File: src/rtl/spio_edvs_pkg.sv
// Shared definitions for the eDVS packet path: packet width, field offsets
// inside the 72-bit packet, and the source-port tag helper.
package spio_edvs_pkg;

    localparam int unsigned PKT_BITS      = 72;

    // packet field layout
    localparam int unsigned HDR_LSB       = 0;
    localparam int unsigned HDR_MSB       = 7;
    localparam int unsigned POL_BIT       = 8;
    localparam int unsigned X_LSB         = 9;
    localparam int unsigned X_MSB         = 15;
    localparam int unsigned Y_LSB         = 24;
    localparam int unsigned Y_MSB         = 31;
    localparam int unsigned KEY_SRC_LSB   = 32;
    localparam int unsigned KEY_SRC_MSB   = 39;
    localparam int unsigned TS_LSB        = 40;
    localparam int unsigned TS_MSB        = 55;

    localparam int unsigned SRC_BITS      = KEY_SRC_MSB - KEY_SRC_LSB + 1;

    // port indices are carried in 3 bits (up to 8 sources)
    localparam int unsigned MAX_PORTS     = 8;
    localparam int unsigned PORT_IDX_BITS = 3;

    typedef logic [PKT_BITS-1:0]      pkt_t;
    typedef logic [PORT_IDX_BITS-1:0] port_idx_t;

    // port index zero-extended into the routing-key source field
    function automatic logic [SRC_BITS-1:0] src_tag(input port_idx_t port);
        return SRC_BITS'(port);
    endfunction

endpackage

File: src/rtl/spio_rr_pick.sv
// Combinational round-robin picker: returns the first requesting index
// strictly after i_last, wrapping back to 0.
module spio_rr_pick
    import spio_edvs_pkg::*;
#(
    parameter int unsigned NUM_PORTS = 2
) (
    input  logic [NUM_PORTS-1:0] i_req,
    input  port_idx_t            i_last,
    output port_idx_t            o_grant,
    output logic                 o_any
);

    // two ordered scans avoid a variable modulo: indices above i_last first,
    // then the wrapped range 0..i_last
    always_comb begin
        o_grant = '0;
        o_any   = 1'b0;
        for (int unsigned j = 0; j < NUM_PORTS; j++) begin
            if (!o_any && i_req[j] && (32'(i_last) < j)) begin
                o_grant = port_idx_t'(j);
                o_any   = 1'b1;
            end
        end
        for (int unsigned j = 0; j < NUM_PORTS; j++) begin
            if (!o_any && i_req[j]) begin
                o_grant = port_idx_t'(j);
                o_any   = 1'b1;
            end
        end
    end

endmodule

File: src/rtl/spio_edvs_link_arbiter.sv
// Round-robin arbiter sharing one SpiNNaker link transmitter between several
// eDVS packet sources. One whole packet is forwarded per grant through a
// registered output stage; per-port saturating counters track forwarded packets.
module spio_edvs_link_arbiter
    import spio_edvs_pkg::*;
#(
    parameter int unsigned NUM_PORTS  = 2,
    parameter int unsigned WORD_SIZE  = 72,
    parameter int unsigned TAG_SOURCE = 1,
    parameter int unsigned COUNT_BITS = 16
) (
    input  logic                            CLK_IN,
    input  logic                            RESET_IN,
    input  logic [NUM_PORTS-1:0]            PORT_EN_IN,
    input  logic [NUM_PORTS*WORD_SIZE-1:0]  IN_DATA_IN,
    input  logic [NUM_PORTS-1:0]            IN_VLD_IN,
    output logic [NUM_PORTS-1:0]            IN_RDY_OUT,
    output logic [WORD_SIZE-1:0]            OUT_DATA_OUT,
    output logic                            OUT_VLD_OUT,
    input  logic                            OUT_RDY_IN,
    output logic [2:0]                      GRANT_OUT,
    output logic [NUM_PORTS*COUNT_BITS-1:0] COUNT_OUT
);

    logic [NUM_PORTS-1:0]  w_req;
    logic [NUM_PORTS-1:0]  w_onehot;
    port_idx_t             w_grant;
    logic                  w_any;
    logic                  w_slot_free;
    logic                  w_take;
    logic [WORD_SIZE-1:0]  w_sel_data;
    logic [WORD_SIZE-1:0]  w_fwd_data;

    logic                  r_out_vld;
    logic [WORD_SIZE-1:0]  r_out_data;
    port_idx_t             r_grant;
    port_idx_t             r_last;
    logic [COUNT_BITS-1:0] r_count [NUM_PORTS];

    assign w_req       = IN_VLD_IN & PORT_EN_IN;
    assign w_slot_free = !r_out_vld || OUT_RDY_IN;
    // no handshake is offered while reset is asserted
    assign w_take      = RESET_IN && w_slot_free && w_any;

    spio_rr_pick #(
        .NUM_PORTS (NUM_PORTS)
    ) u_pick (
        .i_req   (w_req),
        .i_last  (r_last),
        .o_grant (w_grant),
        .o_any   (w_any)
    );

    // select the granted packet and optionally stamp its source index
    always_comb begin
        w_onehot   = '0;
        w_sel_data = '0;
        for (int unsigned p = 0; p < NUM_PORTS; p++) begin
            if (w_grant == port_idx_t'(p)) begin
                w_onehot[p] = 1'b1;
                w_sel_data  = IN_DATA_IN[p*WORD_SIZE +: WORD_SIZE];
            end
        end
        w_fwd_data = w_sel_data;
        if (TAG_SOURCE != 0) begin
            w_fwd_data[KEY_SRC_MSB:KEY_SRC_LSB] = src_tag(w_grant);
        end
    end

    assign IN_RDY_OUT = w_take ? w_onehot : '0;

    // output register: load on handshake, drain when consumed with no request
    always_ff @(posedge CLK_IN) begin
        if (!RESET_IN) begin
            r_out_vld  <= 1'b0;
            r_out_data <= '0;
            r_grant    <= '0;
            r_last     <= port_idx_t'(NUM_PORTS - 1);
        end else if (w_slot_free) begin
            if (w_any) begin
                r_out_vld  <= 1'b1;
                r_out_data <= w_fwd_data;
                r_grant    <= w_grant;
                r_last     <= w_grant;
            end else begin
                r_out_vld  <= 1'b0;
            end
        end
    end

    // per-port forwarded-packet counters, saturating at all-ones
    always_ff @(posedge CLK_IN) begin
        for (int unsigned p = 0; p < NUM_PORTS; p++) begin
            if (!RESET_IN) begin
                r_count[p] <= '0;
            end else if (w_take && (w_grant == port_idx_t'(p)) && (r_count[p] != '1)) begin
                r_count[p] <= r_count[p] + 1'b1;
            end
        end
    end

    for (genvar g = 0; g < NUM_PORTS; g++) begin : g_count_out
        assign COUNT_OUT[g*COUNT_BITS +: COUNT_BITS] = r_count[g];
    end

    assign OUT_VLD_OUT  = r_out_vld;
    assign OUT_DATA_OUT = r_out_data;
    assign GRANT_OUT    = r_grant;

endmodule

File: config.mk
export PLATFORM = sky130hd
export DESIGN_NAME = spio_edvs_link_arbiter
export DESIGN_NICKNAME = d
export VERILOG_FILES = /design/src/rtl/spio_edvs_pkg.sv /design/src/rtl/spio_rr_pick.sv /design/src/rtl/spio_edvs_link_arbiter.sv
export SDC_FILE = /design/constraint.sdc
export NUM_CORES = 1
export LEC_CHECK = 0
export ABC_AREA = 1
export BUFFER_PORTS_ARGS = -buffer_cell sky130_fd_sc_hd__buf_2
export CORE_MARGIN = 2
export CORE_UTILIZATION = 42
export CTS_CLUSTER_DIAMETER = 100
export DETAILED_ROUTE_END_ITERATION = 16
export PLACE_DENSITY = 0.77
export SYNTH_ARGS = -nofsm -noshare
export SYNTH_HDL_FRONTEND = slang
export SYNTH_SLANG_ARGS = --single-unit
export TNS_END_PERCENT = 5
File: constraint.sdc
create_clock -name CLK_IN -period 2.17 [get_ports CLK_IN]
set_clock_uncertainty 0.05 [all_clocks]
set_input_delay 0.217 -clock CLK_IN [delete_from_list [all_inputs] [get_ports CLK_IN]]
set_output_delay 0.217 -clock CLK_IN [all_outputs]
set_load 0.05 [all_outputs]
==> results of run 1 <==
[per-layer routing]
| metal | wire length, µm | up-vias |
|---|---|---|
| met5 | 0 | - |
| met4 | 266 | 0 |
| met3 | 887 | 19 |
| met2 | 6688 | 185 |
| met1 | 5843 | 2366 |
| li1 | - | 2934 |
[power by group]
part           switching, mW  internal [mW]
logic                   1.06          0.382
registers              0.105           2.08
clock network          0.682           1.13
[path summary, 6_finish.rpt]
check | start | end | slack (ns)
max | r_count[0][0] | r_count[0][9] | 0.25
min reg2reg | r_last[0] | r_last[0] | 0.42
max reg2reg | r_count[0][0] | r_count[0][9] | 0.25
min | RESET_IN | r_last[0] | 0.1
[sequential cells by signal, indices dropped and copies added, names as in the netlist]
register and count:
r_count 32, r_last 1, OUT_VLD_OUT 1, OUT_DATA_OUT 65
[placed cells by master (no fill, tap or decap), types with 7 or more instances in the layout]
cell type / n
inv_1: 109
nand2_1: 270
conb_1: 9
nor2_1: 172
dfxtp_1: 67
edfxtp_1: 32
a21oi_1: 12
clkbuf_16: 11
nand3_1: 83
buf_2: 235
xor2_1: 7
[area by class of cell]
| class | count | share of cell area |
|---|---|---|
| inverters | 113 | 0.06076 |
| well taps | 172 | 0.03065 |
| clock inverters | 2 | 0.004989 |
| clock buffers | 14 | 0.04508 |
| multi-input cells | 587 | 0.3560 |
| repair buffers | 240 | 0.1746 |
| flip-flops and latches | 99 | 0.3279 |
[stage by stage]
stage | worst slack [ns] | total power [mW] | TNS [ns] | std cells | area (µm²)
3_3_place_gp | 0.2877 | 3.661 | 0 | 1211 | 6670
2_1_floorplan | -0.00002465 | 3.310 | -0.0003944 | 845 | 5504
3_5_place_dp | 0.2251 | 3.680 | 0 | 1211 | 6670
4_1_cts | 0.2169 | 5.491 | 0 | 1227 | 7022
5_1_grt | 0.06290 | 5.713 | 0 | 1227 | 7022
6_report | 0.2504 | 5.436 | 0 | 1227 | 7022
[kinds of logic after synthesis]
kind of cell / Yosys count / synth area share
DFF: 99 / 0.4219
AOI/OAI and AO/OA: 18 / 0.01903
adders and majority gates: 2 / 0.004585
other: 1 / 0.0006873
and+or+nand+nor: 546 / 0.4054
buffers and inverters: 159 / 0.1291
xor gates and xnor gates: 12 / 0.01926
[worst max-delay path, stage by stage (launching register included)]
cell and delay [ns]:
edfxtp_1 0.45, ha_2 0.25, inv_1 0.08, nor2_4 0.15
nand2_1 0.11, nor2_2 0.15, inv_2 0.05, nand2_4 0.16
nand2_4 0.18
==> summary.txt, run 1 <==
Yosys
  – Post-synth cell types: 28
  – Warning count from the yosys run: 0
  – Seq cells post-synth: 99
  – Register area share after synthesis: 0.4219
  – Post-synth top area share: 0.2458
  – Synthesized instance count: 837
  – Cell with the most instances after synthesis: nand2_1
  – Post-synth EDFFs: 32
  – Syn Area/Cell: 6.519 µm²
  – Top cells by area, synth: dfxtp_1 25%, nand2_1 19%, edfxtp_1 18%
  – Commonest cells in the netlist: 273 x nand2_1, 172 x nor2_1, 109 x inv_1, 83 x nand3_1, 67 x dfxtp_1
  – Top cell type by total area after synthesis: dfxtp_1
  – Post-synth ARST share: 0
  – Main synth FF type: dfxtp_1
  – Syn Std Cell Area: 5456 µm²

Worst setup path
  – Type of the worst setup path: reg -> reg
  – CP startpoint kind: flop
  – WP data arrival: 1.93 ns
  – Worst-path fanout max: 16
  – Crit. End Element: flop
  – Worst reg2reg path depth: 8
  – Crit path required time: 2.18 ns

STA
  – Period utilization: 0.8846
  – Final setup fails: 0
  – Fin. max-slew vios: 0
  – Fin. Hold Viols: 0
  – Slew margin rel.: 0.3175
  – Fin crit period: 1.920 ns
  – Fmax: 520.9 MHz
  – Fin Hold WS: 0.09823 ns
  – RSZ-0062 raised after global routing: no
  – Slew of the pin with the lowest slew margin: 1.024 ns

GRT
  – Met1 Usage GRT: 0.2269
  – Pin count of the biggest net entering global routing: 82
  – Vias in the first global route: 4,912
  – GRT Residual Overflow: 0
  – Total Routing Usage GR: 0.1945
  – M2 GR Usage: 0.3445
  – Global-route wire length before repair: 22.31 mm
  – GR peak layer: met2
  – Met3 Resource Use GR: 0.04700
  – Initial antenna violation count: 0

Floorplanning
  – Starting Density: 0.4306
  – Die H: 118.0 µm
  – Die area: 13,920 µm²
  – Chip Width: 118.0 µm
  – I/O Pins: 261
  – Core area: 12,670 µm²
  – Row count: 41

Final layout
  – Layout cell share with drive strength beyond 1: 0.2607
  – ANT cells: 0
  – Fin nets: 1,203
  – Area Overhead vs Synth: 28.69%
  – Fillers: 1,305
  – Storage element area: 2302 µm²
  – Area of the multi-input gates: 2500 µm²
  – Final core utilization: 0.5542

Clocking
  – CTS clk-pin slew, worst paths: 0.06 ns
  – Largest buffer count on any clock path: 2
  – Root Driver: clkbuf_16
  – Worst skew pair latency: 0.34 ns
  – # hold bufs at CTS: 0
  – H-tree Lvls: 3
  – CTS tree: yes
  – CTS Buf Count: 9
  – CTS sink count: 99
  – Post-cts gate resize count: 0
  – Post-CTS Setup Bufs: 0

Outcome
  – Outcome: finished, final reports clean

Routing
  – DR WL/cell: 11.15 µm
  – Initial DRC Count: 286
  – DRC Markers: 0
  – Via density per instance: 4.486
  – Drt total wl: 13.69 mm
  – DRT Pass-1 Iters: 5
  – Routed Antenna Nets: 0
  – Via count: 5,504

Placed design
  – DP HPWL: 10.07 mm
  – Routability Congestion: 0.8369
  – # port buffers: 235

Run
  – Maxcap violations: 0

Power
  – PD cells: 774.2 nW/µm²
  – Peak VDD IR: 347.3 µV
  – Pleak: 4.000 nW

Worst hold path
  – Worst Hold Class: in -> reg
  – Worst Hold Path Cells: 2
Power figures use the tool's default switching activity.
==> inputs of run 2 (changes only) <==
Settings changed: CTS_CLUSTER_DIAMETER 100 to unset, SETUP_SLACK_MARGIN set to 0.3.
==> run 2 against run 1 <==
Cell count is 0.49% higher. Fmax increased by 6.9%. Die area is the same. Register-to-register slack better by 0.14 ns. Non-clock buffer count grew 6. Clock-buffer cell count decreased by 3. Setup slack gained 0.12 ns. Sequential cell count is the same. Final area is 1.3% higher. Wire length increased by 1.1%. Global-route usage grew 0.54 points. Largest cell class unchanged.
==> summary.txt, run 2 (synthesized netlist as in run 1, its figures left out) <==
GRT
  – Global-route wire length before repair: 22.68 mm (+1.7%)
  – Vias in the first global route: 4,865 (-0.96%)
  – GRT Residual Overflow: 0 (unchanged)
  – Total Routing Usage GR: 0.1998 (+0.005354)
  – Pin count of the biggest net entering global routing: 66 (-20%)
  – Initial antenna violation count: 0 (unchanged)

Clocking
  – Worst skew pair latency: 0.34 ns (about the same)
  – H-tree Lvls: 3 (unchanged)
  – CTS tree: yes
  – Largest buffer count on any clock path: 2 (unchanged)
  – CTS clk-pin slew, worst paths: 0.06 ns (about the same)
  – CTS sink count: 99 (unchanged)
  – CTS Buf Count: 9 (unchanged)
  – Root Driver: clkbuf_16

Routing
  – Via density per instance: 4.450 (-0.79%)
  – Met2 WL post-DR: 6.715 mm (+0.40%)
  – DRT Pass-1 Iters: 5 (unchanged)
  – Met3 Routed Length: 798 µm (-10%)
  – Top sig layer: met4
  – Initial DRC Count: 279 (-2.4%)
  – DRC Markers: 0 (unchanged)
  – Via count: 5,487 (-0.31%)
  – DR WL/cell: 11.23 µm (+0.66%)
  – Met1 WL: 6.024 mm (+3.1%)
  – Drt total wl: 13.84 mm (+1.1%)
  – Routed Antenna Nets: 0 (unchanged)

Floorplanning
  – Die area: 13,920 µm² (unchanged)
  – I/O Pins: 261 (unchanged)
  – Chip Width: 118.0 µm (unchanged)
  – Starting Density: 0.4306 (unchanged)
  – Core area: 12,670 µm² (unchanged)
  – Die H: 118.0 µm (unchanged)
  – Row count: 41 (unchanged)

Worst setup path
  – Worst-path fanout max: 3 (-13)
  – Crit path required time: 1.90 ns (-0.28 ns)
  – Type of the worst setup path: reg -> out
  – WP data arrival: 1.53 ns (-0.40 ns)
  – Crit. End Element: output port
  – CP startpoint kind: flop

Final layout
  – ANT cells: 0 (unchanged)
  – Area Overhead vs Synth: 30.38%
  – Layout cell share with drive strength beyond 1: 0.2658 (+0.005123)
  – Fillers: 1,315 (+0.77%)
  – Layout Cells excl Fill: 1,233 (+0.49%)
  – Most common cell after layout, fill and taps aside: nand2_1
  – Fin nets: 1,209 (+0.50%)
  – Max reg flops: 65 (unchanged)
  – Most frequent cells in the layout: 268 x nand2_1, 235 x buf_2, 172 x nor2_1, 109 x inv_1, 83 x nand3_1

STA
  – Period utilization: 0.8273 (-0.05735)
  – Slew margin rel.: 0.5279 (+0.2104)
  – Fin. max-slew vios: 0 (unchanged)
  – Setup tns final: 0 ns (unchanged)
  – Fmax: 557.1 MHz (+6.9%)
  – Final setup fails: 0 (unchanged)
  – RSZ-0062 raised after global routing: yes
  – Fin crit period: 1.795 ns (-0.1244 ns)
  – Fin. Hold Viols: 0 (unchanged)
  – Slew of the pin with the lowest slew margin: 0.7082 ns (-0.3156 ns)

Run
  – Maxcap violations: 0 (unchanged)

Power
  – Clock power share: 0.318 (-0.015)
  – Sw Ratio: 0.3446 (+0.004205)
  – Comb pwr share: 0.275 (+0.009)
  – Flop pwr share: 0.407 (+0.006)
  – Peak VDD IR: 342.1 µV (-1.5%)
  – PD cells: 753.7 nW/µm² (-2.6%)
  – Net Sw Power: 1.848 mW (-0.14%)
  – Pleak: 4.027 nW (+0.70%)
  – Pint: 3.514 mW (-2.0%)

Worst hold path
  – Worst Hold Class: in -> reg

Placed design
  – # port buffers: 235 (unchanged)
  – Routability Congestion: 0.8143 (-2.7%)
  – Cells after DPL: 1,212 (+0.083%)
  – DP HPWL: 10.33 mm (+2.6%)

Outcome
  – Outcome: finished, final reports clean
-- run 2: cell count changes in the layout (fill, tap and decap cells not counted), moves of 2 or more --
cell	delta
nand2_1	-2
nand2_8	+2
buf_12	+4
clkbuf_8	-2
buf_4	+2
clkbuf_16	-2
-- run 2: power groups by stage --
stage                     combinational [mW]  clock [mW]  sequential [mW]
final                                   1.48        1.71             2.18
after global routing                    1.61        1.83             2.20
after CTS                               1.48        1.75             2.18
after global placement                  1.47           0             2.21
after detailed placement                1.48           0             2.22
after floorplan                        0.560           0             2.75
-- run 2: final cells by class --
class	instances	area, µm²	area share
multi-input combinational	587	2530	0.3556
sequential	99	2302	0.3236
timing repair buffer	246	1321	0.1857
inverter	113	426.7	0.05997
clock buffer	11	242.7	0.03412
tap	172	215.2	0.03025
clock inverter	5	76.32	0.01073
-- run 2: path summary, 6_finish.rpt --
| path | slack (ns) | end | from | cells past startpoint |
|---|---|---|---|---|
| worst max-delay path | 0.37 | IN_RDY_OUT[0] | r_last[0] | 5 |
| worst min-delay path | 0.11 | OUT_DATA_OUT[66] | IN_DATA_IN[138] | 5 |
| worst max register to register | 0.39 | r_count[0][7] | r_count[0][0] | 8 |
| worst min register to register | 0.45 | r_last[0] | r_last[0] | 2 |
-- run 2: layer usage --
layer	global-route usage	up-vias
li1	-	2941
met4	0.07455	0
met5	0	-
met2	0.3463	181
met1	0.2442	2343
met3	0.04070	22
-- run 2: metrics by stage --
stage / total power, mW / hold WS, ns / setup WS [ns] / instance area, µm² / utilization
after global routing: 5.636 / 0.1182 / 0.2697 / 7114 / 0.5615
after CTS: 5.414 / 0.09597 / 0.3330 / 7099 / 0.5603
after global placement: 3.679 / 0.3930 / 0.3512 / 6745 / 0.5323
final: 5.362 / 0.1078 / 0.3748 / 7114 / 0.5615
after detailed placement: 3.698 / 0.4237 / 0.2683 / 6745 / 0.5323
after floorplan: 3.315 / 0.2511 / 0.1129 / 5534 / -
-- run 2: critical path, cell delays in order, from the launching register on --
cell and delay, ns:
dfxtp_1 0.35, nand3_1 0.12, nand2_2 0.13, nand2_1 0.07, nor2_2 0.20, buf_2 0.31
-- run 2: what timing repair did --
action,in CTS,in global routing
endpoints found under the setup margin,7,17
setup buffers,3,2
gates resized for setup,0,0
pin swaps,1,0
hold buffers,0,0
==> inputs of run 3 (changes only) <==
Clock period 2.17 ns to 1.63 ns, I/O delays scaled along.
==> run 3 against run 2 <==
Core utilization rose by 3.6 points. Sequential cell count did not move. Final area rose by 6.4%. Cell count rose by 3.0%. Combinational power rose by 46%. Die area did not move. Clock power rose by 21%. Critical path type is now reg -> reg. Critical endpoint is now r_count[1][8]. Highest routed layer unchanged.
==> summary.txt, run 3 (synthesized netlist as in run 1, its figures left out) <==
Routing
  – Via density per instance: 4.498 (+1.1%)
  – DRC Markers: 0 (unchanged)
  – Drt total wl: 14.69 mm (+6.1%)
  – Initial DRC Count: 344 (+23%)
  – DR WL/cell: 11.56 µm (+3.0%)
  – DRT Pass-1 Iters: 5 (unchanged)
  – Via count: 5,712 (+4.1%)
  – Routed Antenna Nets: 0 (unchanged)

Final layout
  – Layout Cells excl Fill: 1,270 (+3.0%)
  – Max reg flops: 65 (unchanged)
  – Final core utilization: 0.5972 (+0.03575)
  – Layout cell share with drive strength beyond 1: 0.2996 (+0.03385)
  – Fin nets: 1,247 (+3.1%)
  – Area Overhead vs Synth: 38.68%
  – Post-route cell area: 7567 µm² (+6.4%)
  – Most frequent cells in the layout: 268 x nand2_1, 206 x buf_2, 167 x nor2_1, 108 x inv_1, 81 x nand3_1
  – Most common cell after layout, fill and taps aside: nand2_1
  – ANT cells: 0 (unchanged)

Placed design
  – Routability Congestion: 0.8217 (+0.91%)
  – Area of placed instances: 7003 µm² (+3.8%)
  – # port buffers: 235 (unchanged)
  – DP HPWL: 10.84 mm (+4.9%)
  – DP Worst Slack: -0.002143 ns (-0.2705 ns)
  – Cells after DPL: 1,248 (+3.0%)

Worst setup path
  – Crit-path leading delay family: flip-flops
  – Crit path required time: 1.67 ns (-0.23 ns)
  – Type of the worst setup path: reg -> reg
  – Worst reg2reg path depth: 7 (-1)
  – WP data arrival: 1.61 ns (+0.08 ns)
  – WP buf/inv: 1 (unchanged)
  – Max incr delay on CP: 0.36 ns (about the same)
  – Critical Path Stages: 7 (+2)
  – Slowest cell on crit path: edfxtp_1
  – Critical path cell sequence: ha_2 > nand2_2 > nor2_4 > nand2_4 > o21ai_4 > buf_6 > nor2_1
  – Crit. End Element: flop
  – CP startpoint kind: flop
  – Worst-path fanout max: 8 (+5)

STA
  – Fin. Hold Viols: 0 (unchanged)
  – RSZ-0062 raised after global routing: yes
  – Fin. max-slew vios: 0 (unchanged)
  – Fmax: 635.2 MHz
  – Final setup fails: 0 (unchanged)
  – Fin crit period: 1.574 ns
  – Setup tns final: 0 ns (unchanged)
  – Period utilization: 0.9659
  – Final worst slack: 0.05558 ns (-0.3193 ns)
  – Fin Hold WS: 0.05894 ns (-0.04886 ns)

Power
  – Pleak: 4.261 nW (+5.8%)
  – Peak VDD IR: 597.7 µV (+75%)
  – Sw Ratio: 0.3525 (+0.007841)
  – Pint: 4.594 mW (+31%)
  – Net Sw Power: 2.501 mW (+35%)
  – PD cells: 937.6 nW/µm² (+24%)
  – Clock power share: 0.292 (-0.026)
  – Comb pwr share: 0.304 (+0.029)
  – Flop pwr share: 0.405 (-0.002)
  – Power after layout: 7.095 mW (+32%)

Outcome
  – Outcome: finished, final reports clean

GRT
  – Initial antenna violation count: 0 (unchanged)
  – Vias in the first global route: 5,246 (+7.8%)
  – Global-route wire length before repair: 23.52 mm (+3.7%)
  – Total Routing Usage GR: 0.2042 (+0.004345)
  – GRT Residual Overflow: 0 (unchanged)
  – Pin count of the biggest net entering global routing: 67 (+1.5%)

Clocking
  – Worst skew pair latency: 0.33 ns (about the same)
  – Largest buffer count on any clock path: 2 (unchanged)
  – Root Driver: clkbuf_16
  – CTS Buf Count: 9 (unchanged)
  – CTS tree: yes
  – CTS clk-pin slew, worst paths: 0.07 ns (about the same)
  – CTS sink count: 99 (unchanged)
  – H-tree Lvls: 3 (unchanged)

Floorplanning
  – Row count: 41 (unchanged)
  – Chip Width: 118.0 µm (unchanged)
  – Core area: 12,670 µm² (unchanged)
  – I/O Pins: 261 (unchanged)
  – Starting Density: 0.4306 (unchanged)
  – Die H: 118.0 µm (unchanged)
  – Die area: 13,920 µm² (unchanged)

Worst hold path
  – Worst Hold Path Cells: 5 (unchanged)
  – Worst Hold Class: in -> reg

Run
  – Maxcap violations: 0 (unchanged)
-- run 3: changes by cell type in the layout (fill, tap and decap cells not counted), moves of 3 or more --
| cell | before | now |
|---|---|---|
| buf_12 | 5 | 2 |
| buf_2 | 235 | 206 |
| buf_4 | 6 | 52 |
| buf_6 | 0 | 20 |
| nor2_1 | 172 | 167 |
| nor2_2 | 3 | 6 |
-- run 3: final cells by class --
class / count / area [µm²]
Fill cell: 1246 / 5104
Multi-Input combinational cell: 588 / 2591
Sequential cell: 99 / 2302
Timing Repair Buffer: 283 / 1749
Inverter: 113 / 426.7
Clock buffer: 10 / 229.0
Tap cell: 172 / 215.2
Clock inverter: 5 / 53.80
-- run 3: power by group through the flow --
stage / combinational (mW) / clock [mW] / sequential [mW]
finish: 2.16 / 2.07 / 2.87
CTS: 2.10 / 2.12 / 2.87
global route: 2.34 / 2.23 / 2.90
detailed placement: 2.07 / 0 / 2.93
floorplan: 0.746 / 0 / 3.67
global placement: 2.05 / 0 / 2.91
-- run 3: routing by layer --
metal  track usage  wire, µm  up-vias
met1        0.2445      6200     2486
met3       0.03876       809       20
met2        0.3645      7355      184
li1              -         -     3022
met5             0         0        -
met4       0.07078       320        0
-- run 3: path summary, 6_finish.rpt --
kind	startpoint	endpoint	slack, ns
max reg2reg	r_count[1][0]	r_count[1][8]	0.06
min reg2reg	r_last[0]	r_last[0]	0.41
min	IN_DATA_IN[115]	OUT_DATA_OUT[43]	0.06
max	r_count[1][0]	r_count[1][8]	0.06
-- run 3: tightest hold or removal path, cell delays in order --
cell and delay, ns:
buf_2 0.07, nand2_1 0.04, nand3_1 0.05, nand2_1 0.05, inv_1 0.04
-- run 3: timing repair --
action / CTS / global route
buffers inserted: 4 / 2
resized for setup: 9 / 81
endpoints found under the hold margin: 0 / 0
setup endpoints to repair: 121 / 157
hold buffers: 0 / 0
pin swaps: 5 / 5
gates cloned: 1 / 0
